===== src/rtl/dca_matrix_lsu_rdata_gather_if.sv =====
// Bundle of descriptor, AXI R-channel and assembled-row handshakes for the rdata gather block.
`default_nettype none

interface dca_matrix_lsu_rdata_gather_if #(
  parameter int BW_AXI_DATA      = 32,
  parameter int MAX_NUM_AXI_DATA = 4,
  parameter int BW_AXI_ALEN      = 8
);
  localparam int BW_ROW    = BW_AXI_DATA * MAX_NUM_AXI_DATA;
  localparam int BW_ROW_BE = BW_ROW / 8;

  logic                   txn_valid;
  logic                   txn_ready;
  logic [BW_AXI_ALEN-1:0] txn_alen;
  logic                   txn_tag;

  logic                   rvalid;
  logic                   rready;
  logic [BW_AXI_DATA-1:0] rdata;
  logic [1:0]             rresp;
  logic                   rlast;

  logic                   row_valid;
  logic                   row_ready;
  logic [BW_ROW-1:0]      row_data;
  logic [BW_ROW_BE-1:0]   row_byte_enable;
  logic                   row_tag;
  logic                   row_error;

  // master: the LSU/AXI/row-buffer environment; slave: the gather block itself
  modport master (
    output txn_valid, txn_alen, txn_tag,
    output rvalid, rdata, rresp, rlast,
    output row_ready,
    input  txn_ready, rready,
    input  row_valid, row_data, row_byte_enable, row_tag, row_error
  );

  modport slave (
    input  txn_valid, txn_alen, txn_tag,
    input  rvalid, rdata, rresp, rlast,
    input  row_ready,
    output txn_ready, rready,
    output row_valid, row_data, row_byte_enable, row_tag, row_error
  );
endinterface

`default_nettype wire


===== src/rtl/dca_matrix_lsu_rdata_gather.sv =====
// Collects the R beats of one AXI read burst into a row-wide register and
// presents the row with per-byte enables, a carried tag and an error flag.
`default_nettype none

module dca_matrix_lsu_rdata_gather #(
  parameter int BW_AXI_DATA      = 32,
  parameter int MAX_NUM_AXI_DATA = 4,
  parameter int BW_AXI_ALEN      = 8
) (
  input  wire logic                         clk,
  input  wire logic                         rstnn,
  input  wire logic                         clear,
  dca_matrix_lsu_rdata_gather_if.slave      bus
);
  localparam int BW_ROW    = BW_AXI_DATA * MAX_NUM_AXI_DATA;
  localparam int BW_ROW_BE = BW_ROW / 8;
  localparam int BEAT_BE   = BW_AXI_DATA / 8;

  typedef enum logic [1:0] {
    ST_IDLE    = 2'd0,
    ST_COLLECT = 2'd1,
    ST_HOLD    = 2'd2
  } state_t;

  state_t                 state_q,     state_d;
  logic [BW_AXI_ALEN-1:0] idx_q,       idx_d;
  logic [BW_AXI_ALEN-1:0] alen_q,      alen_d;
  logic                   tag_q,       tag_d;
  logic                   err_q,       err_d;
  logic [BW_ROW-1:0]      data_q,      data_d;
  logic [BW_ROW_BE-1:0]   be_q,        be_d;
  logic                   txn_ready_q, txn_ready_d;
  logic                   rready_q,    rready_d;
  logic                   row_valid_q, row_valid_d;

  logic r_fire;
  logic last_by_count;

  assign r_fire        = bus.rvalid && rready_q;
  assign last_by_count = (idx_q == alen_q);

  always_comb begin
    state_d     = state_q;
    idx_d       = idx_q;
    alen_d      = alen_q;
    tag_d       = tag_q;
    err_d       = err_q;
    data_d      = data_q;
    be_d        = be_q;
    txn_ready_d = txn_ready_q;
    rready_d    = rready_q;
    row_valid_d = row_valid_q;

    unique case (state_q)
      ST_IDLE: begin
        if (bus.txn_valid) begin
          alen_d      = bus.txn_alen;
          tag_d       = bus.txn_tag;
          data_d      = '0;
          be_d        = '0;
          err_d       = 1'b0;
          idx_d       = '0;
          state_d     = ST_COLLECT;
          txn_ready_d = 1'b0;
          rready_d    = 1'b1;
        end
      end

      ST_COLLECT: begin
        if (r_fire) begin
          // Beats past the last slot are counted but never land in the row.
          for (int k = 0; k < MAX_NUM_AXI_DATA; k++) begin
            if (idx_q == BW_AXI_ALEN'(k)) begin
              data_d[k*BW_AXI_DATA +: BW_AXI_DATA] = bus.rdata;
              be_d[k*BEAT_BE +: BEAT_BE]           = '1;
            end
          end
          if (bus.rresp[1] || (bus.rlast != last_by_count)) begin
            err_d = 1'b1;
          end
          idx_d = idx_q + BW_AXI_ALEN'(1);
          // The beat count alone closes the burst; rlast only feeds the error flag.
          if (last_by_count) begin
            state_d     = ST_HOLD;
            rready_d    = 1'b0;
            row_valid_d = 1'b1;
          end
        end
      end

      ST_HOLD: begin
        if (bus.row_ready) begin
          state_d     = ST_IDLE;
          row_valid_d = 1'b0;
          txn_ready_d = 1'b1;
        end
      end

      default: begin
        state_d     = ST_IDLE;
        txn_ready_d = 1'b1;
        rready_d    = 1'b0;
        row_valid_d = 1'b0;
      end
    endcase
  end

  always_ff @(posedge clk) begin
    if (!rstnn || clear) begin
      state_q     <= ST_IDLE;
      idx_q       <= '0;
      alen_q      <= '0;
      tag_q       <= 1'b0;
      err_q       <= 1'b0;
      data_q      <= '0;
      be_q        <= '0;
      txn_ready_q <= 1'b1;
      rready_q    <= 1'b0;
      row_valid_q <= 1'b0;
    end else begin
      state_q     <= state_d;
      idx_q       <= idx_d;
      alen_q      <= alen_d;
      tag_q       <= tag_d;
      err_q       <= err_d;
      data_q      <= data_d;
      be_q        <= be_d;
      txn_ready_q <= txn_ready_d;
      rready_q    <= rready_d;
      row_valid_q <= row_valid_d;
    end
  end

  assign bus.txn_ready       = txn_ready_q;
  assign bus.rready          = rready_q;
  assign bus.row_valid       = row_valid_q;
  assign bus.row_data        = data_q;
  assign bus.row_byte_enable = be_q;
  assign bus.row_tag         = tag_q;
  assign bus.row_error       = err_q;

  // Only the SLVERR/DECERR bit of rresp matters here.
  logic unused_rresp;
  assign unused_rresp = bus.rresp[0];

endmodule

`default_nettype wire


===== src/flat_wrapper.sv =====
// flat-port wrapper written by rule: the top's interface ports become plain ports
module dca_matrix_lsu_rdata_gather_flat 
#(
  parameter int BW_AXI_DATA      = 32,
  parameter int MAX_NUM_AXI_DATA = 4,
  parameter int BW_AXI_ALEN      = 8
)
  (clk, rstnn, clear, bus_txn_valid, bus_txn_alen, bus_txn_tag, bus_rvalid, bus_rdata, bus_rresp, bus_rlast, bus_row_ready, bus_txn_ready, bus_rready, bus_row_valid, bus_row_data, bus_row_byte_enable, bus_row_tag, bus_row_error);
  dca_matrix_lsu_rdata_gather_if #(.BW_AXI_DATA(BW_AXI_DATA), .MAX_NUM_AXI_DATA(MAX_NUM_AXI_DATA), .BW_AXI_ALEN(BW_AXI_ALEN)) bus_i ();
  input  wire logic clk;
  input  wire logic rstnn;
  input  wire logic clear;
  input wire logic [$bits(bus_i.txn_valid)-1:0] bus_txn_valid;
  input wire logic [$bits(bus_i.txn_alen)-1:0] bus_txn_alen;
  input wire logic [$bits(bus_i.txn_tag)-1:0] bus_txn_tag;
  input wire logic [$bits(bus_i.rvalid)-1:0] bus_rvalid;
  input wire logic [$bits(bus_i.rdata)-1:0] bus_rdata;
  input wire logic [$bits(bus_i.rresp)-1:0] bus_rresp;
  input wire logic [$bits(bus_i.rlast)-1:0] bus_rlast;
  input wire logic [$bits(bus_i.row_ready)-1:0] bus_row_ready;
  output wire logic [$bits(bus_i.txn_ready)-1:0] bus_txn_ready;
  output wire logic [$bits(bus_i.rready)-1:0] bus_rready;
  output wire logic [$bits(bus_i.row_valid)-1:0] bus_row_valid;
  output wire logic [$bits(bus_i.row_data)-1:0] bus_row_data;
  output wire logic [$bits(bus_i.row_byte_enable)-1:0] bus_row_byte_enable;
  output wire logic [$bits(bus_i.row_tag)-1:0] bus_row_tag;
  output wire logic [$bits(bus_i.row_error)-1:0] bus_row_error;
  assign bus_i.txn_valid = bus_txn_valid;
  assign bus_i.txn_alen = bus_txn_alen;
  assign bus_i.txn_tag = bus_txn_tag;
  assign bus_i.rvalid = bus_rvalid;
  assign bus_i.rdata = bus_rdata;
  assign bus_i.rresp = bus_rresp;
  assign bus_i.rlast = bus_rlast;
  assign bus_i.row_ready = bus_row_ready;
  assign bus_txn_ready = bus_i.txn_ready;
  assign bus_rready = bus_i.rready;
  assign bus_row_valid = bus_i.row_valid;
  assign bus_row_data = bus_i.row_data;
  assign bus_row_byte_enable = bus_i.row_byte_enable;
  assign bus_row_tag = bus_i.row_tag;
  assign bus_row_error = bus_i.row_error;
  dca_matrix_lsu_rdata_gather #(.BW_AXI_DATA(BW_AXI_DATA), .MAX_NUM_AXI_DATA(MAX_NUM_AXI_DATA), .BW_AXI_ALEN(BW_AXI_ALEN)) u_core (.clk(clk), .rstnn(rstnn), .clear(clear), .bus(bus_i));
endmodule

===== config.mk =====
export PLATFORM = sky130hd
export DESIGN_NAME = dca_matrix_lsu_rdata_gather_flat
export DESIGN_NICKNAME = d
export VERILOG_FILES = /design/src/rtl/dca_matrix_lsu_rdata_gather_if.sv /design/src/rtl/dca_matrix_lsu_rdata_gather.sv /design/src/flat_wrapper.sv
export SDC_FILE = /design/constraint.sdc
export NUM_CORES = 1
export LEC_CHECK = 0
export ABC_CLOCK_PERIOD_IN_PS = 4800
export BUFFER_PORTS_ARGS = -buffer_cell sky130_fd_sc_hd__buf_2
export CAP_MARGIN = 20
export CORE_UTILIZATION = 53
export DETAILED_ROUTE_END_ITERATION = 7
export GPL_TIMING_DRIVEN = 0
export PLACE_DENSITY = 0.84
export SETUP_SLACK_MARGIN = 0.05
export SLEW_MARGIN = 20
export SYNTH_ARGS = -nofsm -noshare
export SYNTH_HDL_FRONTEND = slang
export SYNTH_SLANG_ARGS = --single-unit
export TNS_END_PERCENT = 5

===== constraint.sdc =====
create_clock -name clk -period 4.8 [get_ports clk]
set_clock_uncertainty 0.1 [all_clocks]
set_input_delay 0.48 -clock clk [delete_from_list [all_inputs] [get_ports clk]]
set_output_delay 0.48 -clock clk [all_outputs]
set_load 0.02 [all_outputs]

Yosys cells after proc, flatten, opt, wreduce, memory -nomap -nowiden:

Index checks and enable logic that the tools add are counted.

* bitwise logic cells: 3
* reduce and logical (&&, ||, !) cells: 18
* muxes and demuxes: 36
* eq/ne operators: 16
* add/sub/neg operators: 1

Operator list (count)
* $mux W128: 2
* $pmux W128 S2: 1
* $mux W32: 4
* $mux W16: 2
* $pmux W16 S2: 1
* $reduce_and A4 Y1: 8
* $eq A8 B2 Y1 const B: 2
* $mux W4: 4
* $mux W8: 2
* $pmux W8 S2: 1
* $ne A2 B1 Y1 const B: 7
* $mux W1: 10
* $pmux W1 S3: 3
* $add A8 B1 Y8 const B: 1
* $eq A8 B1 Y1 const B: 1
* $eq A8 B8 Y1: 1
* $logic_not A8 Y1: 1
* $mux W2: 4
* $pmux W2 S3: 1
* $reduce_and A3 Y1: 2
* $ne A2 B2 Y1 const B: 2
* $not A1 Y1: 3
* $eq A2 B1 Y1 const B: 1
* $eq A2 B2 Y1 const B: 1
* 8 further kinds: 9

* word-level logic and storage cells: 90
* flip-flop bits (word level): 167
* bits of input ports: 50
* output and inout port bits: 149

Longest topological paths before layout:

* word-level depth: 6
* mapped depth: 8
* depth with buffers taken out: 5

Worst setup path after synthesis:

OpenSTA, ideal clock, no wires.

* path kind: reg-to-reg
* start point: register u_core.idx_q[2]
* end point: register u_core.data_q[118], in the netlist u_core.bus.row_data[118]
* path buffers: 3
* period minus slack after synthesis: 2022 ps
* stages on the path, launching flop included: 8
* library setup time: 61 ps
* slack: 2778 ps
* arrival time: 1861 ps
* cells stage by stage: dfxtp_1 clkbuf_2 or4_4 a2111oi_4 and2_1 buf_6 buf_12 a32o_1

* word-level cells in the longest chain between the ends: 3

RTL lines
* start, declared: RTL line dca_matrix_lsu_rdata_gather.sv:26 `logic [BW_AXI_ALEN-1:0] idx_q, idx_d;`
* start signal, assigned: RTL line dca_matrix_lsu_rdata_gather.sv:122 `idx_q <= idx_d;`
* $eq A8 B2 Y1: RTL line dca_matrix_lsu_rdata_gather.sv:73 `if (idx_q == BW_AXI_ALEN'(k)) begin`
* $ne A2 B1 Y1 (no line)
* $reduce_and A4 Y1 (no line)
* end signal, assigned: RTL line dca_matrix_lsu_rdata_gather.sv:126 `data_q <= data_d;`
* end, declared: RTL line dca_matrix_lsu_rdata_gather.sv:30 `logic [BW_ROW-1:0] data_q, data_d;`

Every way passes these cells.
A chain may end at the register's enable or synchronous reset.

Final worst setup path:

* start point: register u_core.idx_q[2]
* end point: register u_core.data_q[112], in the netlist u_core.bus.row_data[112]

The elaborated chain is that of the path after synthesis.

==> flow_metrics.env <==
export IMPL_avgViaCountPerCell=5.699
export IMPL_synth_yosys_seq_area_share_pct=55.17
export IMPL_synth_cell_type_count=36
export IMPL_leading_cell_type_in_the_layout_fill_and_taps_excluded="buf_2"
export IMPL_postCtsSetupRepairBufs=0
export IMPL_r2r_worst_path_cells=6
export IMPL_totalNegativeSetupSlack_ns=0
export IMPL_dpl_cell_area_um2=6780
export IMPL_boundaryPins=199
export IMPL_least_margin_pin_slew_ns=0.7122
export IMPL_worst_hold_check_path_type="input port to flop"
export IMPL_hold_buffers_post_cts=0
export IMPL_global_route_wire_length_before_repair_um=25730
export IMPL_gp_congestion=0.8160
export IMPL_cts_resized=0
export IMPL_synth_seq_cells=155
export IMPL_slew_limit_headroom_pct=52.52
export IMPL_worstSetupStartpointType="flop"
export IMPL_final_max_slew_viol_count=0
export IMPL_outcome="complete, no violations"
export IMPL_initial_utilization_pct=54.48
export IMPL_remaining_antenna_violation_count=0
export IMPL_syn_mean_instance_area_um2=10.01
export IMPL_whs_path_depth=3
export IMPL_clockBufferDepth=2
export IMPL_dp_hpwl_um=11600
export IMPL_chipHeight_um=105.0
export IMPL_critical_path_required_ns=5.11
export IMPL_post_layout_total_power_mw=2.676
export IMPL_clkSlewWorstSetupHoldPaths_ns=0.07
export IMPL_criticalPathCategory="flop to flop"
export IMPL_rows=37
export IMPL_cts_htree_levels=4
export IMPL_via_count_of_the_first_global_routing_pass=5124
export IMPL_timing_critical_path_to_type="flop"
export IMPL_firstDrtPassIters=5
export IMPL_insertion_delay_to_the_later_sink_of_the_worst_skew_pair_ns=0.52
export IMPL_horizontal_die_dimension_um=105.0
export IMPL_dr_first_iter_drc_count=378
export IMPL_maxCapViolations=0
export IMPL_syn2layout_area_growth_pct=30.43
export IMPL_post_route_period_util_pct=52.28
export IMPL_detailroute_via_count=5283
export IMPL_synth_warnings=0
export IMPL_cts_buffers_inserted=17
export IMPL_mappedNetlistArea_um2=5624
export IMPL_cellPowerDensity_nw_per_um2=364.9
export IMPL_synthesis_nets=616
export IMPL_finalHoldViolations=0
export IMPL_rsz0062_at_grt="no"
export IMPL_clock_sinks=155
export IMPL_postSynth_asyncResetShare_pct=0
export IMPL_routedWlPerCell_um=17.39
export IMPL_drive_gt1_share_pct=33.38
export IMPL_layout_cell_area_non_filler_um2=7336
export IMPL_critical_path_peak_fanout=10
export IMPL_totalWireLength_um=16120
export IMPL_fin_worst_hold_slack_ns=0.09921
export IMPL_cts_root_buffer_cell="clkbuf_8"
export IMPL_synth_main_ff_cell="dfxtp_1"
export IMPL_report_final_setup_viol=0
export IMPL_io_buffer_count=197
export IMPL_max_clock_freq_mhz=398.5
export IMPL_irDropWorstVdd_mv=0.2381
export IMPL_die_area_um2=11030
export IMPL_number_of_antenna_diodes=0
export IMPL_final_cell_mix="buf_2, dfxtp_1, nand3_1"
export IMPL_final_net_count=832
export IMPL_post_route_min_period_ns=2.510
export IMPL_final_util_pct=71.06
export IMPL_initial_antenna_violation_count=1
export IMPL_multi_input_area_um2=2111
export IMPL_maximum_number_of_pins_on_one_net_before_global_route_repair=17
export IMPL_arrival_ns=2.82
export IMPL_area_sequential_um2=3103
export IMPL_overflow=0
export IMPL_register_to_register_setup_slack_ns=2.29
export IMPL_core_um2=10320
export IMPL_fillerInstances=813
export IMPL_track_usage_pct=29.48
export IMPL_post_synth_inst_count=562
export IMPL_tritoncts="built"
export IMPL_drc=0
export IMPL_p_leak_nw=3.183
export IMPL_edff_count_synth=0
[sequential cells by signal, summed over array words and instances, names as in the netlist]
register                    flops
u_core.idx_q                    8
u_core.bus.rready               1
u_core.bus.txn_ready            1
u_core.bus.row_data           128
u_core.bus.row_error            1
u_core.bus.row_byte_enable      4
u_core.alen_q                   8
u_core.state_q                  2
u_core.bus.row_tag              1
u_core.bus.row_valid            1
[path summary, 6_finish.rpt]
kind	from	end
hold reg to reg	u_core.bus.row_data[46]	u_core.bus.row_data[46]
setup reg to reg	u_core.idx_q[2]	u_core.bus.row_data[112]
hold / removal	bus_txn_alen[6]	u_core.alen_q[6]
setup / recovery	u_core.idx_q[2]	u_core.bus.row_data[112]
[synth_stat cells (3+ instances only)]
| cell | instances | area [µm²] |
|---|---|---|
| a21oi_1 | 17 | 85.08 |
| a32o_1 | 64 | 640.6 |
| and2_1 | 4 | 25.02 |
| buf_1 | 6 | 22.52 |
| buf_12 | 6 | 120.1 |
| buf_2 | 6 | 30.03 |
| buf_4 | 12 | 90.09 |
| clkbuf_1 | 30 | 112.6 |
| dfxtp_1 | 155 | 3103 |
| ha_1 | 4 | 50.05 |
| nand2_1 | 55 | 206.5 |
| nand2b_1 | 3 | 18.77 |
| nand3_1 | 69 | 345.3 |
| nand4_1 | 6 | 37.54 |
| nor2_1 | 19 | 71.32 |
| o21ai_0 | 67 | 335.3 |
| xnor2_1 | 9 | 78.83 |
| xor2_1 | 6 | 52.55 |
[through the flow]
step                std cells  worst slack [ns]
floorplan                 562             2.778
global placement          895             2.260
detailed placement        895             2.150
CTS                       927             2.321
global route              927             2.078
finish                    927             2.290
[logic make-up (layout without fill, tap and decap cells)]
kind of cell             Yosys count  after routing  synth area share (%)
buffers and inverters             65            294                 7.297
AO/OA/AOI/OAI                    150            150                 19.49
adder cells (fa/ha/maj)            4              4                0.8899
XOR/XNOR                          15             15                 2.336
flip-flops                       155            155                 55.17
multiplexers                       1              1                0.2002
AND/OR/NAND/NOR                  172            172                 14.62
[worst max-delay path, stage by stage (launching register included)]
cell      delay [ns]
dfxtp_1         0.30
clkbuf_2        0.16
or4_4           0.56
nor3_1          0.38
a21oi_1         0.27
clkbuf_1        0.34
a32o_1          0.29
[layout make-up]
type | instances | share of cell area (%)
Clock inverter | 13 | 1.825
Inverter | 2 | 0.1023
Sequential cell | 155 | 42.30
Tap cell | 136 | 2.320
Buffer | 63 | 5.492
Clock buffer | 19 | 5.748
Multi-Input combinational cell | 342 | 28.77
Timing Repair Buffer | 197 | 13.44
[power by group]
group / leakage, nW / internal (mW) / switching, mW
Sequential: 1.25 / 1.29 / 0.00423
Combinational: 1.67 / 0.0371 / 0.0828
Clock: 0.262 / 0.701 / 0.559
Total: 3.18 / 2.03 / 0.646
[layer usage]
metal | global-route usage, % | share of wire [%] | vias to the layer above
li1 | - | - | 2469
met1 | 36.58 | 41 | 2536
met2 | 49.57 | 50 | 239
met3 | 5.677 | 6.6 | 37
met4 | 13.28 | 2.4 | 2
met5 | 0 | 0.062 | -
(Power assumes the default switching activity.)
